**config.mk**
```make
export PLATFORM = sky130hd
export DESIGN_NAME = fatorador_top
export DESIGN_NICKNAME = d
export VERILOG_FILES = /design/src/rtl/fatorador_top.sv
export SDC_FILE = /design/constraint.sdc
export NUM_CORES = 1
export LEC_CHECK = 0
export ABC_AREA = 0
export BUFFER_PORTS_ARGS = -buffer_cell sky130_fd_sc_hd__buf_2
export CORE_MARGIN = 4
export CORE_UTILIZATION = 55
export CTS_CLUSTER_SIZE = 25
export DETAILED_ROUTE_END_ITERATION = 12
export PLACE_DENSITY = 0.69
export SLEW_MARGIN = 5
export SYNTH_ARGS = -nofsm -noshare
export SYNTH_HDL_FRONTEND = slang
export SYNTH_SLANG_ARGS = --single-unit
export TNS_END_PERCENT = 20
```
**constraint.sdc**
```tcl
create_clock -name clock -period 36.8 [get_ports clock]
set_input_delay 3.68 -clock clock [delete_from_list [all_inputs] [get_ports clock]]
set_output_delay 3.68 -clock clock [all_outputs]
set_load 0.1 [all_outputs]
```
**src/rtl/fatorador_top.sv**
```systemverilog
// Distinct prime factorizer with four 2-digit seven-segment slots.
// Ports: clock, reset_n (sync, active-low), value[15:0] in; hex0..hex7[6:0] out.
module fatorador_top (
  input  logic        clock,
  input  logic        reset_n,
  input  logic [15:0] value,
  output logic [6:0]  hex0,
  output logic [6:0]  hex1,
  output logic [6:0]  hex2,
  output logic [6:0]  hex3,
  output logic [6:0]  hex4,
  output logic [6:0]  hex5,
  output logic [6:0]  hex6,
  output logic [6:0]  hex7
);

  typedef enum logic [1:0] {
    LOAD,
    DIVIDE,
    DONE
  } state_t;

  state_t state;
  state_t state_next;

  logic [15:0] value_q;
  logic [15:0] n;
  logic [8:0]  d;
  logic [2:0]  count;
  logic [15:0] last;
  logic [15:0] work [4];
  logic [15:0] fout [4];

  logic        changed;
  logic [17:0] sq;
  logic [15:0] rem;
  logic [15:0] quo;
  logic        rec;
  logic [15:0] rec_val;
  logic [15:0] n_next;
  logic [8:0]  d_next;

  assign changed = (value != value_q);
  assign sq      = {9'd0, d} * {9'd0, d};
  assign rem     = n % {7'd0, d};
  assign quo     = n / {7'd0, d};

  always_comb begin
    state_next = state;
    rec        = 1'b0;
    rec_val    = n;
    n_next     = n;
    d_next     = d;
    unique case (state)
      LOAD: state_next = DIVIDE;
      DIVIDE: begin
        if (n <= 16'd1) begin
          state_next = DONE;
        end else if (sq > {2'd0, n}) begin
          rec        = 1'b1;
          rec_val    = n;
          state_next = DONE;
        end else if (rem == 16'd0) begin
          rec     = 1'b1;
          rec_val = {7'd0, d};
          n_next  = quo;
        end else begin
          d_next = d + 9'd1;
        end
      end
      DONE: state_next = DONE;
      default: state_next = LOAD;
    endcase
    // A new input always restarts, whatever the FSM was doing.
    if (changed) state_next = LOAD;
  end

  always_ff @(posedge clock) begin
    if (!reset_n) begin
      state   <= LOAD;
      value_q <= 16'd0;
      n       <= 16'd0;
      d       <= 9'd2;
      count   <= 3'd0;
      last    <= 16'd0;
      for (int i = 0; i < 4; i++) begin
        work[i] <= 16'd0;
        fout[i] <= 16'd0;
      end
    end else begin
      state <= state_next;
      if (changed) value_q <= value;
      if (state == LOAD) begin
        n     <= value;
        d     <= 9'd2;
        count <= 3'd0;
        last  <= 16'd0;
        for (int i = 0; i < 4; i++) work[i] <= 16'd0;
      end else begin
        n <= n_next;
        d <= d_next;
        if (rec && rec_val != last
            && count < 3'd4) begin
          work[count[1:0]] <= rec_val;
          count            <= count + 3'd1;
          last             <= rec_val;
        end
      end
      if (state == DONE) begin
        for (int i = 0; i < 4; i++) fout[i] <= work[i];
      end
    end
  end

  function automatic logic [6:0] seg(
    input logic [3:0] v
  );
    logic [6:0] s;
    unique case (v)
      4'd0:    s = 7'b1000000;
      4'd1:    s = 7'b1111001;
      4'd2:    s = 7'b0100100;
      4'd3:    s = 7'b0110000;
      4'd4:    s = 7'b0011001;
      4'd5:    s = 7'b0010010;
      4'd6:    s = 7'b0000010;
      4'd7:    s = 7'b1111000;
      4'd8:    s = 7'b0000000;
      4'd9:    s = 7'b0010000;
      default: s = 7'b1111111;
    endcase
    return s;
  endfunction

  // Factor 0 marks an empty slot: shown as "8 8".
  function automatic logic [13:0] slot_hex(
    input logic [15:0] f
  );
    logic [15:0] t;
    logic [15:0] u;
    t = f / 16'd10;
    u = f % 16'd10;
    if (f == 16'd0)
      return 14'd0;
    else if (f > 16'd99)
      return {2{7'b0111111}};
    else
      return {seg(t[3:0]), seg(u[3:0])};
  endfunction

  logic [13:0] s0, s1, s2, s3;

  assign s0 = slot_hex(fout[0]);
  assign s1 = slot_hex(fout[1]);
  assign s2 = slot_hex(fout[2]);
  assign s3 = slot_hex(fout[3]);

  always_ff @(posedge clock) begin
    if (!reset_n) begin
      {hex1, hex0} <= 14'd0;
      {hex3, hex2} <= 14'd0;
      {hex5, hex4} <= 14'd0;
      {hex7, hex6} <= 14'd0;
    end else begin
      {hex1, hex0} <= s0;
      {hex3, hex2} <= s1;
      {hex5, hex4} <= s2;
      {hex7, hex6} <= s3;
    end
  end

endmodule

```
== Word-level counts from Yosys, hierarchy flattened ==
Memory sizes are Yosys's and may differ from the RTL's.
Cells that the tools add are included.
Storage, ports and cells
  memories kept: 10
  flip-flop bits (word level): 118
  RAM bits: 128
  word-level logic and storage cells: 136
  input bits: 18
  output and inout port bits: 56
  ROM bits: 896
Operators by class
  div/mod/pow operators: 10
  $mul: 1
  reductions and logical operators: 23
  $lt $le $gt $ge: 7
  add/subtract/negate cells: 2
  eq/ne operators: 7
  bitwise logic cells: 12
  muxes and demuxes: 42
Memories
  (name not given): words 16, bits a word 7, read ports 1, clocked after memory_dff 0, wr ports 0, line 119  | unique case (v)
  (name not given): words 16, bits a word 7, read ports 1, clocked after memory_dff 0, wr ports 0, line 119
  (name not given): words 16, bits a word 7, read ports 1, clocked after memory_dff 0, wr ports 0, line 119
  (name not given): words 16, bits a word 7, read ports 1, clocked after memory_dff 0, wr ports 0, line 119
  (name not given): words 16, bits a word 7, read ports 1, clocked after memory_dff 0, wr ports 0, line 119
  (name not given): words 16, bits a word 7, read ports 1, clocked after memory_dff 0, wr ports 0, line 119
  4 more memories
Operators by type and width (count)
  2-to-1 mux 16 bit: 18
  zero test 16 bit: 5
  divider 16 x 4 -> 16 bit, second input constant: 4
  greater-than comparator 16 x 7 -> 1 bit, second input constant: 4
  modulo 16 x 4 -> 16 bit, second input constant: 4
  2-to-1 mux 13 bit: 4
  inequality test 16 bit: 2
  greater-than comparator 18 x 16 -> 1 bit: 1
  multiplier 9 x 9 -> 18 bit: 1
  divider 16 x 9 -> 16 bit: 1
  <= comparator 16 x 1 -> 1 bit, second input constant: 1
  modulo 16 x 9 -> 16 bit: 1
  2-to-1 mux 1 bit: 16
  OR reduction 16 bit: 1
  OR reduction 2 bit: 6
  OR reduction 3 bit: 4
  adder 9 x 1 -> 9 bit, second input constant: 1
  OR 1 bit: 8
  AND reduction 4 bit: 2
  2-to-1 mux 2 bit: 3
  one-hot mux 2 bit (3 select lines): 1
  inequality test 2 x 1 -> 1 bit, second input constant: 2
  inverter 1 bit: 4
  nonzero test 2 bit: 2
  other kinds (7): 8

== Depth between registers and ports, before layout ==
  depth after elaboration: 15
  gate-level depth with buffers: 169
  depth with buffers taken out: 150

== Worst setup path before layout ==
OpenSTA, ideal clock, no wires.
  kind: reg-to-reg
  start: reg d[0]
  end: mem work[0][0], enable pin
  period minus slack after synthesis: 33.802 ns
  cell stages (with the launch flop): 157
  setup slack: 2.998 ns
  library setup time: 0.414 ns
  data arrival time: 33.388 ns
  buffers on the path: 17
  path through: dfxtp_1 -> inv_1 -> clkbuf_1 -> ha_1 -> and3_1 -> nor2_1 -> ha_1 -> o21ai_0 -> a211oi_2 -> nor3_1 -> nand2b_1 -> ha_1 -> o211ai_1 -> and2_1 -> nor2_1 -> mux2_2 -> ha_1 -> or3_1 -> (+121 left out) -> nand2_1 -> a21oi_1 -> o21bai_1 -> a21oi_1 -> o21bai_1 -> a21o_1 -> nand2_1 -> nand2b_1 -> a31o_2 -> or4_4 -> a41oi_4 -> o211ai_1 -> buf_4 -> mux2_4 -> or3b_4 -> nor2_2 -> buf_6 -> o31ai_1
RTL lines
  start: declaration: line 28  | logic [8:0] d;
  start signal: assignment: line 101  | d <= d_next;
  end: declaration: line 31  | logic [15:0] work [4];

==> results_dict.tcl <==
set metrics [dict create \
    crit_arrival_ns 34.76 \
    postSynth.asyncResetShare 0 \
    fillerInstances 3889 \
    critPathKind "reg2reg" \
    status "finished, final reports clean" \
    setup_viol 0 \
    nets 3214 \
    wl_per_cell_um 18.3 \
    drt_iter0_drc 1631 \
    antenna_found_initial 0 \
    synthesis.nets 3238 \
    core_um2 43500 \
    synth_cell_type_count 102 \
    critical_path.max_stage_delay_ns 0.68 \
    critPathLaunch "d[6]$_SDFFE_PP0P_" \
    die_w_um 219 \
    die_area_um2 47800 \
    clock.fmax_mhz 29.0 \
    ios 74 \
    crit_slowest_cell "or4_4" \
    htreeDepth 1 \
    min_path_type "reg2reg" \
    synth_edf_count 128 \
    cts_tree "built" \
    clock_skew_ns 0.0105 \
    antenna_cells 0 \
    grt.total_usage 0.262 \
    cp.required_ns 37.13 \
    grt_max_degree 100 \
    path_clk_slew_ns 0.05 \
    yosys_warnings 0 \
    hold_buffers 0 \
    viasPerCell 6.21 \
    synthCells 2975 \
    cp_max_fo 18 \
    die_y_um 219 \
    grt_overflow 0 \
    clk_path_buf_depth 3 \
    crit_path_end_kind "flop" \
    drv_cap 0 \
    rr_startpoint "d[6]$_SDFFE_PP0P_" \
    dp_hpwl_mm 47.4 \
    syn_avg_cell_area_um2 8.20 \
    relSlewSlack 0.337 \
    top_usage_layer "met2" \
    gp_congestion 0.952 \
    routed-via-count 22100 \
    yosysSeqAreaShare 0.254 \
    grt_pass1_wl_mm 105 \
    finalHoldViolCount 0 \
    use_met1 0.330 \
    setup_tns_ns 0 \
    first_pass_iters 8 \
    finalMaxSlewViolations 0 \
    worst_pin_slew_ns 0.987 \
    start_util 0.561 \
    area_growth_pct 7.61 \
    drc 0 \
    finalWirelength_mm 65.0 \
    ys_ff_latch 246 \
    grtUsageMet2 0.460 \
    startpoint_type "flop" \
    dpl-instance-area_um2 25100 \
    clock-sinks 246 \
    finalCriticalPeriod_ns 34.42 \
    first_global_vias 20900 \
    place_ws_ns -0.00422 \
    syn-cell-area_um2 24400 \
    min_from "state[0]$_SDFFE_PP0P_" \
    cts_root_buffer "clkbuf_16" \
    fin_ws_ns 2.38 \
    stdcell_area_um2 26200 \
    clkLatencyLatePin_ns 0.60 \
    io_buffers 73 \
    cts-buffers-inserted 30 \
    ys.flop_type "edfxtp_1" \
    drive_above_1_share 0.0995 \
    row_count 76 \
    ant_nets 0 \
    finalCritPeriodShare 0.935 \
    met3_usage 0.0300 \
]
==> per-layer routing <==
metal	wire, um	vias up	share of wire
met1	27600	10500	0.42
met5	0	-	0
met2	31400	633	0.48
met4	2800	0	0.043
li1	-	10900	-
met3	3240	171	0.050
==> metrics by stage <==
step	instances	hold slack (ns)	utilization
5_1_grt	3559	0.503	0.604
2_1_floorplan	2975	0.426	-
3_5_place_dp	3494	0.467	0.577
3_3_place_gp	3494	0.461	0.577
4_1_cts	3550	0.474	0.600
6_report	3559	0.471	0.604
==> path summary, 6_finish.rpt <==
path	to	slack [ns]	cells after the start
setup / recovery	work[1][9]$_SDFFCE_PN0P_	2.38	145
hold / removal	state[0]$_SDFFE_PP0P_	0.47	2
setup reg to reg	work[1][9]$_SDFFCE_PN0P_	2.38	145
hold reg to reg	state[0]$_SDFFE_PP0P_	0.47	2
==> timing repair <==
action	in CTS	in global routing
setup endpoints to repair	25	172
resized for setup	0	23
setup buffers	1	8
pin swaps	1	3
gates cloned	0	1
==> logic make-up (layout without fill, tap and decap cells) <==
logic type               Yosys count  count (layout)  share of synthesized area
AO/OA/AOI/OAI                    794             794                      0.225
XOR/XNOR                         149             149                     0.0541
adder cells (fa/ha/maj)          250             250                      0.139
buffers and inverters            338             336                     0.0537
flip-flops                       246             246                      0.254
multiplexers                     109             109                     0.0475
AND/OR/NAND/NOR                 1089            1090                      0.226
==> layout make-up <==
cell class,instances,area (um2),share of cell area
repair buffers,117,696,0.0265
flip-flops and latches,246,6210,0.236
inverters,164,616,0.0235
multi-input cells,2392,17000,0.648
clock buffers,47,898,0.0342
clock inverters,8,85.1,0.00324
well taps,585,732,0.0279
==> registers in the layout (all words and copies together) (netlist names) <==
name	cells
work	64
fout	64
hex2	7
count	3
hex5	7
hex1	7
last	16
state	2
hex6	7
hex7	7
n	16
hex0	7
value_q	16
hex3	7
hex4	7
d	9
==> synthesized netlist by cell type (10+ instances only) <==
library cell  instances  area share
nor2_1              264       0.041
nand2_1             213       0.033
ha_1                209        0.11
a21oi_1             189       0.039
inv_1               162       0.025
clkbuf_1            142       0.022
o21ai_0             136       0.028
edfxtp_1            128        0.16
dfxtp_1             118       0.097
nor3_1              112       0.023
xnor2_1             111       0.040
and3_1               89       0.023
nand3_1              70       0.014
mux2i_1              67       0.027
nand2b_1             52       0.013
o21a_1               52       0.016
and2_1               50       0.013
nand4_1              49       0.013
a21o_1               42       0.013
o211ai_1             39       0.012
mux2_2               38       0.018
o31ai_1              38       0.012
nor2b_1              37      0.0095
xor2_1               37       0.013
fa_1                 36       0.030
or3_1                33      0.0085
a31oi_1              27      0.0069
nor4_1               26      0.0067
or2_2                26      0.0067
a211oi_1             22      0.0068
buf_1                18      0.0028
nand3b_1             17      0.0052
a21boi_0             15      0.0046
o22ai_1              15      0.0038
o211a_1              14      0.0057
o221ai_1             14      0.0050
a211o_1              13      0.0047
a22o_1               13      0.0047
a31o_2               11      0.0040
o21bai_1             11      0.0034
or4_1                10      0.0031
==> worst max-delay path, delay by kind of cell (launching register included) <==
kind / cells / cell delay [ns]
buffers and inverters: 7 / 1.30
AOI/OAI and AO/OA: 78 / 16.93
adders and majority gates: 15 / 4.79
muxes: 6 / 1.84
DFF: 1 / 0.50
and+or+nand+nor: 39 / 8.76
==> layout by cell type (no fill, tap or decap), types with 42 or more instances in the layout <==
cell        n
dfxtp_1   118
ha_1      209
and3_1     89
edfxtp_1  128
xnor2_1   111
nor3_1    112
mux2i_1    67
o21a_1     52
nand2_1   211
buf_2      73
and2_1     50
nor2_1    264
inv_1     162
a21o_1     42
o21ai_0   135
buf_4      44
nand3_1    70
nand2b_1   51
nand4_1    49
a21oi_1   185
Power is not shown: default switching activity piles up to over one toggle a cycle in this logic, so the estimate is an artifact.
